==> config.mk <==
export PLATFORM = sky130hd
export DESIGN_NAME = vga_text_renderer
export DESIGN_NICKNAME = d
export VERILOG_FILES = /design/src/rtl/vga_console_pkg.sv /design/src/rtl/vga_delay_line.sv /design/src/rtl/vga_text_renderer.sv
export SDC_FILE = /design/constraint.sdc
export NUM_CORES = 1
export LEC_CHECK = 0
export ABC_CLOCK_PERIOD_IN_PS = 5340
export CAP_MARGIN = 15
export CORE_AREA = 2 2 84 86
export DETAILED_ROUTE_END_ITERATION = 12
export DIE_AREA = 0 0 86 88
export GPL_TIMING_DRIVEN = 0
export PLACE_DENSITY = 0.86
export RECOVER_POWER = 25
export SLEW_MARGIN = 20
export SYNTH_ARGS = -nofsm -noshare
export SYNTH_HDL_FRONTEND = slang
export SYNTH_HIERARCHICAL = 1
export SYNTH_SLANG_ARGS = --single-unit
==> constraint.sdc <==
create_clock -name clk -period 5.34 [get_ports clk]
set_clock_uncertainty 0.2 [all_clocks]
set_input_delay 1.335 -clock clk [delete_from_list [all_inputs] [get_ports clk]]
set_output_delay 1.335 -clock clk [all_outputs]
set_load 0.005 [all_outputs]
==> src/rtl/vga_console_pkg.sv <==
// Shared geometry, pipeline depth and cell-format constants for the VGA text console.
// The side-band struct travels alongside each pixel from the first stage to the output mux.
package vga_console_pkg;

  localparam int COLS         = 80;
  localparam int ROWS         = 30;
  localparam int CELL_W       = 8;
  localparam int CELL_H       = 16;
  localparam int LAT          = 5;
  localparam int RGB_W        = 6;
  localparam int INV_BIT      = 7;
  localparam int ADDR_W       = 12;
  localparam int GLYPH_ADDR_W = 11;

  typedef struct packed {
    logic [2:0] px;       // pixel within the glyph row
    logic [3:0] ln;       // line within the cell
    logic       active;
    logic       cur_hit;
  } sideband_t;

endpackage

==> src/rtl/vga_delay_line.sv <==
// Fixed-depth shift register whose stages all load RESET_VAL on reset.
// Used to keep syncs and per-pixel side-band aligned with the memory pipeline.
module vga_delay_line #(
  parameter int               WIDTH     = 1,
  parameter int               DEPTH     = 1,
  parameter logic [WIDTH-1:0] RESET_VAL = '0
) (
  input  logic             clk,
  input  logic             reset,
  input  logic [WIDTH-1:0] din,
  output logic [WIDTH-1:0] dout
);

  logic [WIDTH-1:0] stage_reg [DEPTH];

  always_ff @(posedge clk) begin
    if (reset) begin
      for (int i = 0; i < DEPTH; i++) begin
        stage_reg[i] <= RESET_VAL;
      end
    end else begin
      stage_reg[0] <= din;
      for (int i = 1; i < DEPTH; i++) begin
        stage_reg[i] <= stage_reg[i-1];
      end
    end
  end

  assign dout = stage_reg[DEPTH-1];

endmodule

==> src/rtl/vga_text_renderer.sv <==
// Text-mode pixel stage: cell fetch, glyph fetch, cursor/inverse overlay and colour mux,
// with syncs delayed by the same five cycles as the pixel data.
module vga_text_renderer #(
  parameter int COLS       = vga_console_pkg::COLS,
  parameter int ROWS       = vga_console_pkg::ROWS,
  parameter int SYNC_NEG   = 1,
  parameter int BLINK_LOG2 = 4
) (
  input  logic        clk,
  input  logic        reset,
  input  logic [9:0]  hpos,
  input  logic [9:0]  vpos,
  input  logic        hsync_in,
  input  logic        vsync_in,
  output logic        char_rd_en,
  output logic [11:0] char_addr,
  input  logic [7:0]  char_data,
  output logic [10:0] glyph_addr,
  input  logic [7:0]  glyph_row,
  input  logic [5:0]  fg_color,
  input  logic [5:0]  bg_color,
  input  logic [6:0]  cursor_x,
  input  logic [4:0]  cursor_y,
  input  logic        cursor_en,
  output logic [5:0]  rgb,
  output logic        hsync_out,
  output logic        vsync_out
);
  import vga_console_pkg::*;

  localparam int         CNT_W    = BLINK_LOG2 + 1;
  localparam logic [9:0] H_ACTIVE = 10'(COLS * CELL_W);
  localparam logic [9:0] V_ACTIVE = 10'(ROWS * CELL_H);
  localparam logic [6:0] COL_LIM  = 7'(COLS);
  localparam logic [4:0] ROW_LIM  = 5'(ROWS);
  localparam logic       SYNC_POL = (SYNC_NEG != 0);

  logic [6:0]              col;
  logic [4:0]              row;
  logic                    active_in;
  logic                    hit_in;
  logic [ADDR_W-1:0]       cell_addr;
  sideband_t               sb_in;
  sideband_t               sb_s2;
  sideband_t               sb_s4;
  logic                    inv_s4;
  logic [1:0]              sync_d;
  logic                    char_rd_en_reg;
  logic [ADDR_W-1:0]       char_addr_reg;
  logic [GLYPH_ADDR_W-1:0] glyph_addr_reg;
  logic                    vsync_prev_reg;
  logic [CNT_W-1:0]        frame_cnt_reg;
  logic                    cur_vis;
  logic                    underline;
  logic                    pixel_bit;
  logic [RGB_W-1:0]        rgb_reg;

  assign col       = hpos[9:3];
  assign row       = vpos[8:4];
  assign active_in = (hpos < H_ACTIVE) && (vpos < V_ACTIVE);
  assign hit_in    = cursor_en && (cursor_x < COL_LIM) && (cursor_y < ROW_LIM) &&
                     (cursor_x == col) && (cursor_y == row);

  // 80 columns = 64 + 16, so the row multiply collapses to two shifted adds
  generate
    if (COLS == 80) begin : g_addr_shift
      assign cell_addr = {1'b0, row, 6'b0} + {3'b0, row, 4'b0} + {5'b0, col};
    end else begin : g_addr_mul
      assign cell_addr = ADDR_W'(int'(row) * COLS + int'(col));
    end
  endgenerate

  assign sb_in = '{px: hpos[2:0], ln: vpos[3:0], active: active_in, cur_hit: hit_in};

  always_ff @(posedge clk) begin
    if (reset) begin
      char_rd_en_reg <= 1'b0;
      char_addr_reg  <= '0;
    end else begin
      char_rd_en_reg <= active_in;
      if (active_in) begin
        char_addr_reg <= cell_addr;
      end
    end
  end

  vga_delay_line #(.WIDTH($bits(sideband_t)), .DEPTH(2)) u_sb_front (
    .clk(clk), .reset(reset), .din(sb_in), .dout(sb_s2)
  );

  vga_delay_line #(.WIDTH($bits(sideband_t)), .DEPTH(2)) u_sb_back (
    .clk(clk), .reset(reset), .din(sb_s2), .dout(sb_s4)
  );

  // Cell data arrives together with sb_s2, so both index the font ROM in the same stage
  always_ff @(posedge clk) begin
    if (reset) begin
      glyph_addr_reg <= '0;
    end else if (sb_s2.active) begin
      glyph_addr_reg <= {char_data[6:0], sb_s2.ln};
    end
  end

  vga_delay_line #(.WIDTH(1), .DEPTH(2)) u_inv (
    .clk(clk), .reset(reset), .din(char_data[INV_BIT]), .dout(inv_s4)
  );

  vga_delay_line #(.WIDTH(2), .DEPTH(LAT)) u_sync (
    .clk(clk), .reset(reset), .din({hsync_in, vsync_in}), .dout(sync_d)
  );

  always_ff @(posedge clk) begin
    if (reset) begin
      vsync_prev_reg <= 1'b0;
      frame_cnt_reg  <= '0;
    end else begin
      vsync_prev_reg <= vsync_in;
      if (vsync_in && !vsync_prev_reg) begin
        frame_cnt_reg <= frame_cnt_reg + CNT_W'(1);
      end
    end
  end

  assign cur_vis   = (BLINK_LOG2 == 0) || !frame_cnt_reg[BLINK_LOG2];
  assign underline = sb_s4.cur_hit && (sb_s4.ln >= 4'd14) && cur_vis;
  assign pixel_bit = glyph_row[3'd7 - sb_s4.px] ^ inv_s4 ^ underline;

  always_ff @(posedge clk) begin
    if (reset) begin
      rgb_reg <= '0;
    end else if (!sb_s4.active) begin
      rgb_reg <= '0;
    end else begin
      rgb_reg <= pixel_bit ? fg_color : bg_color;
    end
  end

  assign char_rd_en = char_rd_en_reg;
  assign char_addr  = char_addr_reg;
  assign glyph_addr = glyph_addr_reg;
  assign rgb        = rgb_reg;
  assign hsync_out  = sync_d[1] ^ SYNC_POL;
  assign vsync_out  = sync_d[0] ^ SYNC_POL;

endmodule

# Word-level counts from Yosys, hierarchy flattened
# Memories as Yosys holds them, arrays and structs flattened.
# Cells that the tools add are included.
[word_totals]
memories = 4
output_inout_bits = 32
regBits = 36
ramBits = 48
elab_cells = 66
[memory_table]
columns = ["name", "depth", "width", "read_ports", "rd_ports_with_merged_regs", "write_ports", "line_no", "source"]
rows = [
  ["u_sb_back.stage_reg", 2, 9, 2, 0, 2, "vga_delay_line.sv:14", "logic [WIDTH-1:0] stage_reg [DEPTH];"],
  ["u_sb_front.stage_reg", 2, 9, 2, 0, 2, "vga_delay_line.sv:14", ""],
  ["u_sync.stage_reg", 5, 2, 5, 0, 5, "vga_delay_line.sv:14", ""],
  ["u_inv.stage_reg", 2, 1, 2, 0, 2, "vga_delay_line.sv:14", ""],
]
[classes]
eq_ne = 2
order_cmp = 6
mux = 17
n_reduce_logical = 11
bitwise = 16
n_addsub = 4
[op_table]
columns = ["op", "n"]
rows = [
  ["9-bit two-way mux", 4],
  ["11-bit by 9-bit adder with 12-bit output", 1],
  ["12-bit by 7-bit adder with 12-bit output", 1],
  ["1-bit OR", 11],
  ["10-bit < comparator, second input constant", 1],
  ["10-bit by 9-bit < comparator with 1-bit output, second input constant", 1],
  ["2-bit two-way mux", 5],
  ["1-bit logical AND", 8],
  ["7-bit equality test", 1],
  ["7-bit < comparator, second input constant", 1],
  ["1-bit two-way mux", 6],
  ["6-bit two-way mux", 1],
  ["5-bit by 1-bit adder with 5-bit output, second input constant", 1],
  ["5-bit equality test", 1],
  ["5-bit < comparator, second input constant", 1],
  ["4-bit greater-or-equal comparator, second input constant", 1],
  ["3-bit by 4-bit < comparator with 1-bit output, second input constant", 1],
  ["1-bit binary-select mux with 3-bit select", 1],
  ["1-bit NOT", 3],
  ["3-bit subtractor, first input constant", 1],
  ["1-bit logical NOT", 2],
  ["2-bit OR reduction", 1],
  ["1-bit XOR", 2],
]

# Logic depth before layout (Yosys ltp)
# Gate-level depths: netlist (run 1).
[logic_depth]
word_depth = 6
ltp_mapped = 9
mapped_depth_nobuf = 9

# Modules after synthesis
# The synthesis (run 1) kept the hierarchy.
[by_module_without_submodules]
columns = ["module", "seq_area_each_um2", "cells_each", "area_each_um2", "n_inst"]
rows = [
  ["vga_text_renderer", 720.7, 193, 1801.7, 1],
  ["vga_delay_line (u_sb_back ...)", 360.3, 46, 556.8, 2],
  ["vga_delay_line (u_sync)", 200.2, 22, 277.8, 1],
  ["vga_delay_line (u_inv)", 40.0, 4, 52.6, 1],
]

# Worst setup path after synthesis (run 1)
# Ideal clock, no wire load.
[synth_path]
kind = "input -> register"
from = "input hpos[9]"
to = "register char_addr_reg[10], in the netlist char_addr[10]"
cell_stages = 9
t_arrival_ns = 3.108
setup_time_ns = 0.120
required_ns = 5.020
path_slack_ns = 1.912
path_cell_list = "inv_1 > fa_1 > inv_1 > ha_1 > a211oi_1 > o21bai_1 > a21oi_1 > nor4_1 > a211o_1"
[synth_via]
elab_chain_cells = 2
word_cells_on_any_way = 3
[synth_lines]
columns = ["element", "line_no", "source"]
rows = [
  ["from (decl)", "vga_text_renderer.sv:11", "input logic [9:0] hpos,"],
  ["10-bit < comparator", "vga_text_renderer.sv:60", "assign active_in = (hpos < H_ACTIVE) && (vpos < V_ACTIVE);"],
  ["1-bit logical AND", "vga_text_renderer.sv:60", ""],
  ["to (signal assigned)", "vga_text_renderer.sv:82", "char_addr_reg <= cell_addr;"],
  ["to (decl)", "vga_text_renderer.sv:49", "logic [ADDR_W-1:0] char_addr_reg;"],
]
# Several ways; a longest one is shown, not always the timed one.
# A chain may end at the register's enable or synchronous reset.

# Worst setup path after layout (run 1)
# Ends and elaborated chain as after synthesis.

==> flow_metrics.py, run 1 <==
metrics = {
    "setup_path": {
        "critPathArrivalTime_ps": 3890,
        "worstSetupStartpointType": "primary input",
        "path_class": "primary input to flop",
        "cp-endpoint": "char_addr[10]$_SDFFE_PP0P_",
        "critical_path_buffer_and_inverter_count": 3,
        "timing.critical_path.from": "hpos[9]",
        "r2r_slack_ps": 3080,
        "end_kind": "flop",
        "crit_path_top_delay_cell": "sky130_fd_sc_hd__fa_1",
        "critPathMostFrequentCell": "sky130_fd_sc_hd__inv_1",
        "max_stage_delay_ps": 590,
        "worst-endpoint-required_ps": 5370,
        "regToRegEndpoint": "rgb[4]$_SDFF_PP0_",
        "r2r.worst_path.cells": 6,
        "crit_fanout": 4,
        "crit_path_leading_delay_family": "compound AO/OA/AOI/OAI gates",
        "timing.rr.start": "u_sb_back/stage_reg[0][15]$_SDFF_PP0_",
        "timing.critical_path.depth": 10,
        "critical_path.cell_chain": "clkdlybuf4s50_1, inv_1, fa_1, inv_1, ha_1, a211oi_1, o21bai_1, a21oi_1, nor4_1, a211o_1",
    },
    "floorplanning": {
        "fp.dieW_um": 86,
        "io_pins": 97,
        "initial_core_util": 0.479,
        "rows": 30,
        "die_area_sq_um": 7570,
        "placeableCoreArea_sq_um": 6640,
        "die_h_um": 88,
    },
    "cts": {
        "htreeDepth": 3,
        "postCtsResizedCells": 0,
        "cts.hold.buffers_added": 0,
        "tritoncts.num_buffers": 9,
        "cts.sink_count": 82,
        "worst_skew_pair.late_latency_ps": 340,
        "ctsLongestPathBuffers": 2,
        "clock_tree.root_cell": "sky130_fd_sc_hd__clkbuf_8",
        "post_cts_buffers": 0,
        "clkTransAtPathRegs_ps": 70,
        "cts_tree": "done",
    },
    "timing": {
        "timing.slew.headroom": 0.112,
        "worst_hold_slack_ps": 234,
        "rsz_0062_raised_after_global_routing": "false",
        "final.period_utilization": 0.723,
        "setup_tns_after_final_layout_ps": 0,
        "fmax_mhz": 259,
        "actual_transition_at_the_worst_max_transition_pin_ps": 1330,
        "count_of_final_hold_check_violations": 0,
        "final-setup-viol-count": 0,
        "maxSlewViolCount": 0,
        "period_needed_ps": 3860,
    },
    "routing": {
        "routedWlPerCell_um": 12.9,
        "via_to_cell_ratio": 4.76,
        "ant_nets": 0,
        "detailedRoute.firstPassIterationCount": 4,
        "route.met2.wl_um": 3150,
        "first_iter_violations": 81,
        "wl_met1_um": 2720,
        "highest-signal-layer": "met4",
        "drc": 0,
        "drt-total-wl_um": 6410,
        "routed-wl-met3_um": 452,
        "dr_total_vias": 2369,
    },
    "global_route": {
        "gr-usage-all-layers": 0.175,
        "grt_antenna_before_repair": 0,
        "via_count_of_the_first_global_routing_pass": 2293,
        "globalRouteOverflowTotal": 0,
        "largest_net_degree_at_the_start_of_global_routing": 36,
        "grt_first_pass_wirelength_um": 10200,
    },
    "pwr": {
        "power_report.internal_total_uw": 976,
        "clock_power_share": 0.355,
        "netSwitchingFraction": 0.222,
        "net-switching-power_uw": 278,
        "vdd.ir_drop.worst_mv": 0.139,
        "total_power_mw": 1.25,
        "power_frac_comb": 0.134,
        "seq_power_share": 0.511,
        "power.leakage_nw": 1.81,
        "power.density_cell_area_nw_per_um2": 282,
    },
    "logic_synthesis": {
        "syn_avg_cell_area_sq_um": 10.4,
        "postSynthCellCount": 306,
        "syn_area_sq_um": 3180,
        "synthesis.yosys.warnings": 6,
        "postSynthNetCount": 383,
    },
    "cells_and_area": {
        "layout.nets": 490,
        "antenna-diode-count": 0,
        "layout.cells.most_common": "sky130_fd_sc_hd__clkdlybuf4s50_1",
        "register_area_sq_um": 1640,
        "multi_input_comb_area_sq_um": 1320,
        "final.fill_count": 526,
        "area_delta_synth_final_pct": 39.4,
        "largest_reg_flops": 18,
        "layout_common_cells": "sky130_fd_sc_hd__clkdlybuf4s50_1, sky130_fd_sc_hd__dfxtp_1, sky130_fd_sc_hd__nor2b_1",
        "fraction_of_layout_instances_using_a_drive_strength_above_1": 0.0885,
    },
    "placement": {
        "gpl.final_weighted_congestion": 0.798,
        "post-dp-hpwl_um": 4860,
        "io_buffers": 96,
    },
    "outcome": {
        "run_status": "completed",
    },
    "hold_path": {
        "min-delay-path-class": "flop to flop",
    },
    "run": {
        "cap_violations": 0,
    },
}
## power groups by stage
stage | clock, mW | sequential (mW) | combinational, mW
finish | 0.445 | 0.640 | 0.168
global route | 0.485 | 0.642 | 0.185
CTS | 0.460 | 0.640 | 0.171
detailed placement | 0 | 0.654 | 0.169
global placement | 0 | 0.654 | 0.164
floorplan | 0 | 0.654 | 0.0801
## stage by stage
| stage | worst slack [ps] | cell area [sq um] | util | instances |
|---|---|---|---|---|
| after detailed placement | 1140 | 4250 | 0.639 | 482 |
| after global routing | 1390 | 4440 | 0.668 | 498 |
| final | 1480 | 4440 | 0.668 | 498 |
| after CTS | 1510 | 4450 | 0.670 | 498 |
| after floorplan | 1910 | 3180 | - | 306 |
| after global placement | 1190 | 4250 | 0.639 | 482 |
## worst min path at each step
stage               slack [ps]                                      to                             startpoint  depth (start not counted)
floorplan                  210   u_sb_back/stage_reg[0][17]$_SDFF_PP0_   u_sb_back/stage_reg[0][8]$_SDFF_PP0_                          1
global placement           210  u_sb_front/stage_reg[0][17]$_SDFF_PP0_  u_sb_front/stage_reg[0][8]$_SDFF_PP0_                          1
detailed placement         220  u_sb_front/stage_reg[0][17]$_SDFF_PP0_  u_sb_front/stage_reg[0][8]$_SDFF_PP0_                          1
CTS                        240  u_sb_front/stage_reg[0][17]$_SDFF_PP0_  u_sb_front/stage_reg[0][8]$_SDFF_PP0_                          1
global route               250  u_sb_front/stage_reg[0][17]$_SDFF_PP0_  u_sb_front/stage_reg[0][8]$_SDFF_PP0_                          1
finish                     230  u_sb_front/stage_reg[0][17]$_SDFF_PP0_  u_sb_front/stage_reg[0][8]$_SDFF_PP0_                          1
## final cells by class
type | instances | share of cell area
Timing Repair Buffer | 96 | 0.215
Buffer | 27 | 0.0397
Tap cell | 80 | 0.0225
Sequential cell | 82 | 0.370
Inverter | 12 | 0.0101
Clock buffer | 12 | 0.0349
Multi-Input combinational cell | 185 | 0.297
Clock inverter | 4 | 0.0113
## routing by layer
| layer | track usage | up-vias |
|---|---|---|
| li1 | - | 1198 |
| met1 | 0.200 | 1076 |
| met2 | 0.304 | 86 |
| met3 | 0.0528 | 9 |
| met4 | 0.0765 | 0 |
| met5 | 0 | - |
(Power assumes the default switching activity.)
==> inputs of run 2 (changes only) <==
Settings changed: ABC_CLOCK_PERIOD_IN_PS 5340 to 3900, CORE_AREA 2 2 84 86 to 2 2 87 89, DIE_AREA 0 0 86 88 to 0 0 89 91, PLACE_DENSITY 0.86 to 0.81.
Clock period 5.34 ns to 3.9 ns, I/O delays scaled along.
==> run 2 against run 1 <==
Sequential share of layout area shrank 0.20 points. Critical path type unchanged. Clock power is 37% higher. Setup slack got worse by 1100 ps. Largest cell class unchanged. Non-clock buffer count did not move. Combinational power increased by 36%. Sequential power is 37% higher. Design area increased by 0.54%.
==> flow_metrics.py, run 2 (same netlist as run 1, synthesis figures left out) <==
metrics = {
    "routing": {
        "first_iter_violations": 50,
        "drc": 0,
        "ant_nets": 0,
        "dr_total_vias": 2340,
        "drt-total-wl_um": 6060,
        "routedWlPerCell_um": 11.7,
        "via_to_cell_ratio": 4.53,
        "detailedRoute.firstPassIterationCount": 4,
    },
    "cells_and_area": {
        "fraction_of_layout_instances_using_a_drive_strength_above_1": 0.0885,
        "area_delta_synth_final_pct": 40.2,
        "layout.nets": 490,
        "layoutNonFillerInstCount": 517,
        "layout.cells.most_common": "sky130_fd_sc_hd__clkdlybuf4s50_1",
        "layout_common_cells": "sky130_fd_sc_hd__clkdlybuf4s50_1, sky130_fd_sc_hd__dfxtp_1, sky130_fd_sc_hd__nor2b_1",
        "register_area_sq_um": 1640,
        "multi_input_comb_area_sq_um": 1320,
        "final.fill_count": 614,
        "antenna-diode-count": 0,
        "largest_reg_flops": 18,
    },
    "timing": {
        "count_of_final_hold_check_violations": 0,
        "final.period_utilization": 0.896,
        "actual_transition_at_the_worst_max_transition_pin_ps": 1300,
        "fmax_mhz": 286,
        "final-setup-viol-count": 0,
        "rsz_0062_raised_after_global_routing": "false",
        "maxSlewViolCount": 0,
        "timing.slew.headroom": 0.131,
        "setup_tns_after_final_layout_ps": 0,
        "period_needed_ps": 3490,
    },
    "cts": {
        "cts.sink_count": 82,
        "cts_tree": "done",
        "tritoncts.num_buffers": 9,
        "worst_skew_pair.late_latency_ps": 330,
        "post_cts_buffers": 0,
        "cts.hold.buffers_added": 0,
        "ctsLongestPathBuffers": 2,
        "postCtsResizedCells": 0,
        "htreeDepth": 3,
        "clock_tree.root_cell": "sky130_fd_sc_hd__clkbuf_8",
        "clkTransAtPathRegs_ps": 70,
    },
    "pwr": {
        "vdd.ir_drop.worst_mv": 0.182,
        "power.density_cell_area_nw_per_um2": 384,
        "total_power_mw": 1.71,
        "power.leakage_nw": 1.81,
    },
    "setup_path": {
        "end_kind": "flop",
        "worstSetupStartpointType": "primary input",
        "crit_fanout": 4,
        "critPathArrivalTime_ps": 3510,
        "worst-endpoint-required_ps": 3910,
        "path_class": "primary input to flop",
        "r2r_slack_ps": 1650,
    },
    "outcome": {
        "run_status": "completed",
    },
    "global_route": {
        "largest_net_degree_at_the_start_of_global_routing": 36,
        "grt_first_pass_wirelength_um": 9900,
        "globalRouteOverflowTotal": 0,
        "gr-usage-all-layers": 0.155,
        "grt_antenna_before_repair": 0,
        "via_count_of_the_first_global_routing_pass": 2299,
    },
    "hold_path": {
        "min-delay-path-class": "flop to flop",
    },
    "floorplanning": {
        "rows": 31,
        "fp.dieW_um": 89,
        "die_area_sq_um": 8100,
        "io_pins": 97,
        "placeableCoreArea_sq_um": 7140,
        "initial_core_util": 0.446,
        "die_h_um": 91,
    },
    "placement": {
        "gpl.final_weighted_congestion": 0.824,
        "post-dp-hpwl_um": 4710,
        "io_buffers": 96,
        "post-place-cells": 501,
    },
    "run": {
        "cap_violations": 0,
    },
}
run 2: cell counts in the layout (fill, tap and decap cells not counted):
Identical to the previous run, type by type.
run 2: final timing paths:
path | startpoint | endpoint | cells past startpoint
max | vpos[6] | char_addr[10]$_SDFFE_PP0P_ | 10
min | u_sync/stage_reg[0][0]$_SDFF_PP0_ | u_sync/stage_reg[0][2]$_SDFF_PP0_ | 1
max reg2reg | u_sb_back/stage_reg[0][15]$_SDFF_PP0_ | rgb[0]$_SDFF_PP0_ | 6
min reg2reg | u_sync/stage_reg[0][0]$_SDFF_PP0_ | u_sync/stage_reg[0][2]$_SDFF_PP0_ | 1
run 2: area by class of cell:
cell class / instances / area share
buffer: 27 / 0.0395
multi-input combinational: 185 / 0.295
inverter: 12 / 0.0101
sequential: 82 / 0.368
clock inverter: 4 / 0.0112
tap: 99 / 0.0277
clock buffer: 12 / 0.0348
timing repair buffer: 96 / 0.214
run 2: worst max-delay path: stages:
cell and delay (ps):
sky130_fd_sc_hd__clkdlybuf4s50_1 570, sky130_fd_sc_hd__inv_1 80, sky130_fd_sc_hd__fa_1 530, sky130_fd_sc_hd__inv_1 50
sky130_fd_sc_hd__ha_1 300, sky130_fd_sc_hd__a211oi_1 330, sky130_fd_sc_hd__o21bai_1 120, sky130_fd_sc_hd__a21oi_1 200
sky130_fd_sc_hd__nor4_1 70, sky130_fd_sc_hd__a211o_1 280
run 2: metrics by stage:
stage	setup WS [ps]	utilization	hold WS, ps	cell area, sq um
after floorplan	832	-	211	3180
after global placement	107	0.598	214	4270
final	405	0.626	234	4460
after CTS	432	0.627	240	4470
after detailed placement	85.9	0.598	224	4270
after global routing	239	0.626	253	4460
run 2: per-layer routing:
layer / routed length (um) / track usage / up-vias
li1: - / - / 1199
met1: 2680 / 0.185 / 1046
met2: 2770 / 0.264 / 87
met3: 547 / 0.0482 / 8
met4: 64 / 0.0435 / 0
met5: 0 / 0 / -
run 2: report_power, final:
group	switching [mW]	internal (mW)	total [mW]
clock network	0.280	0.330	0.610
registers	0.0114	0.865	0.877
logic	0.0876	0.140	0.228
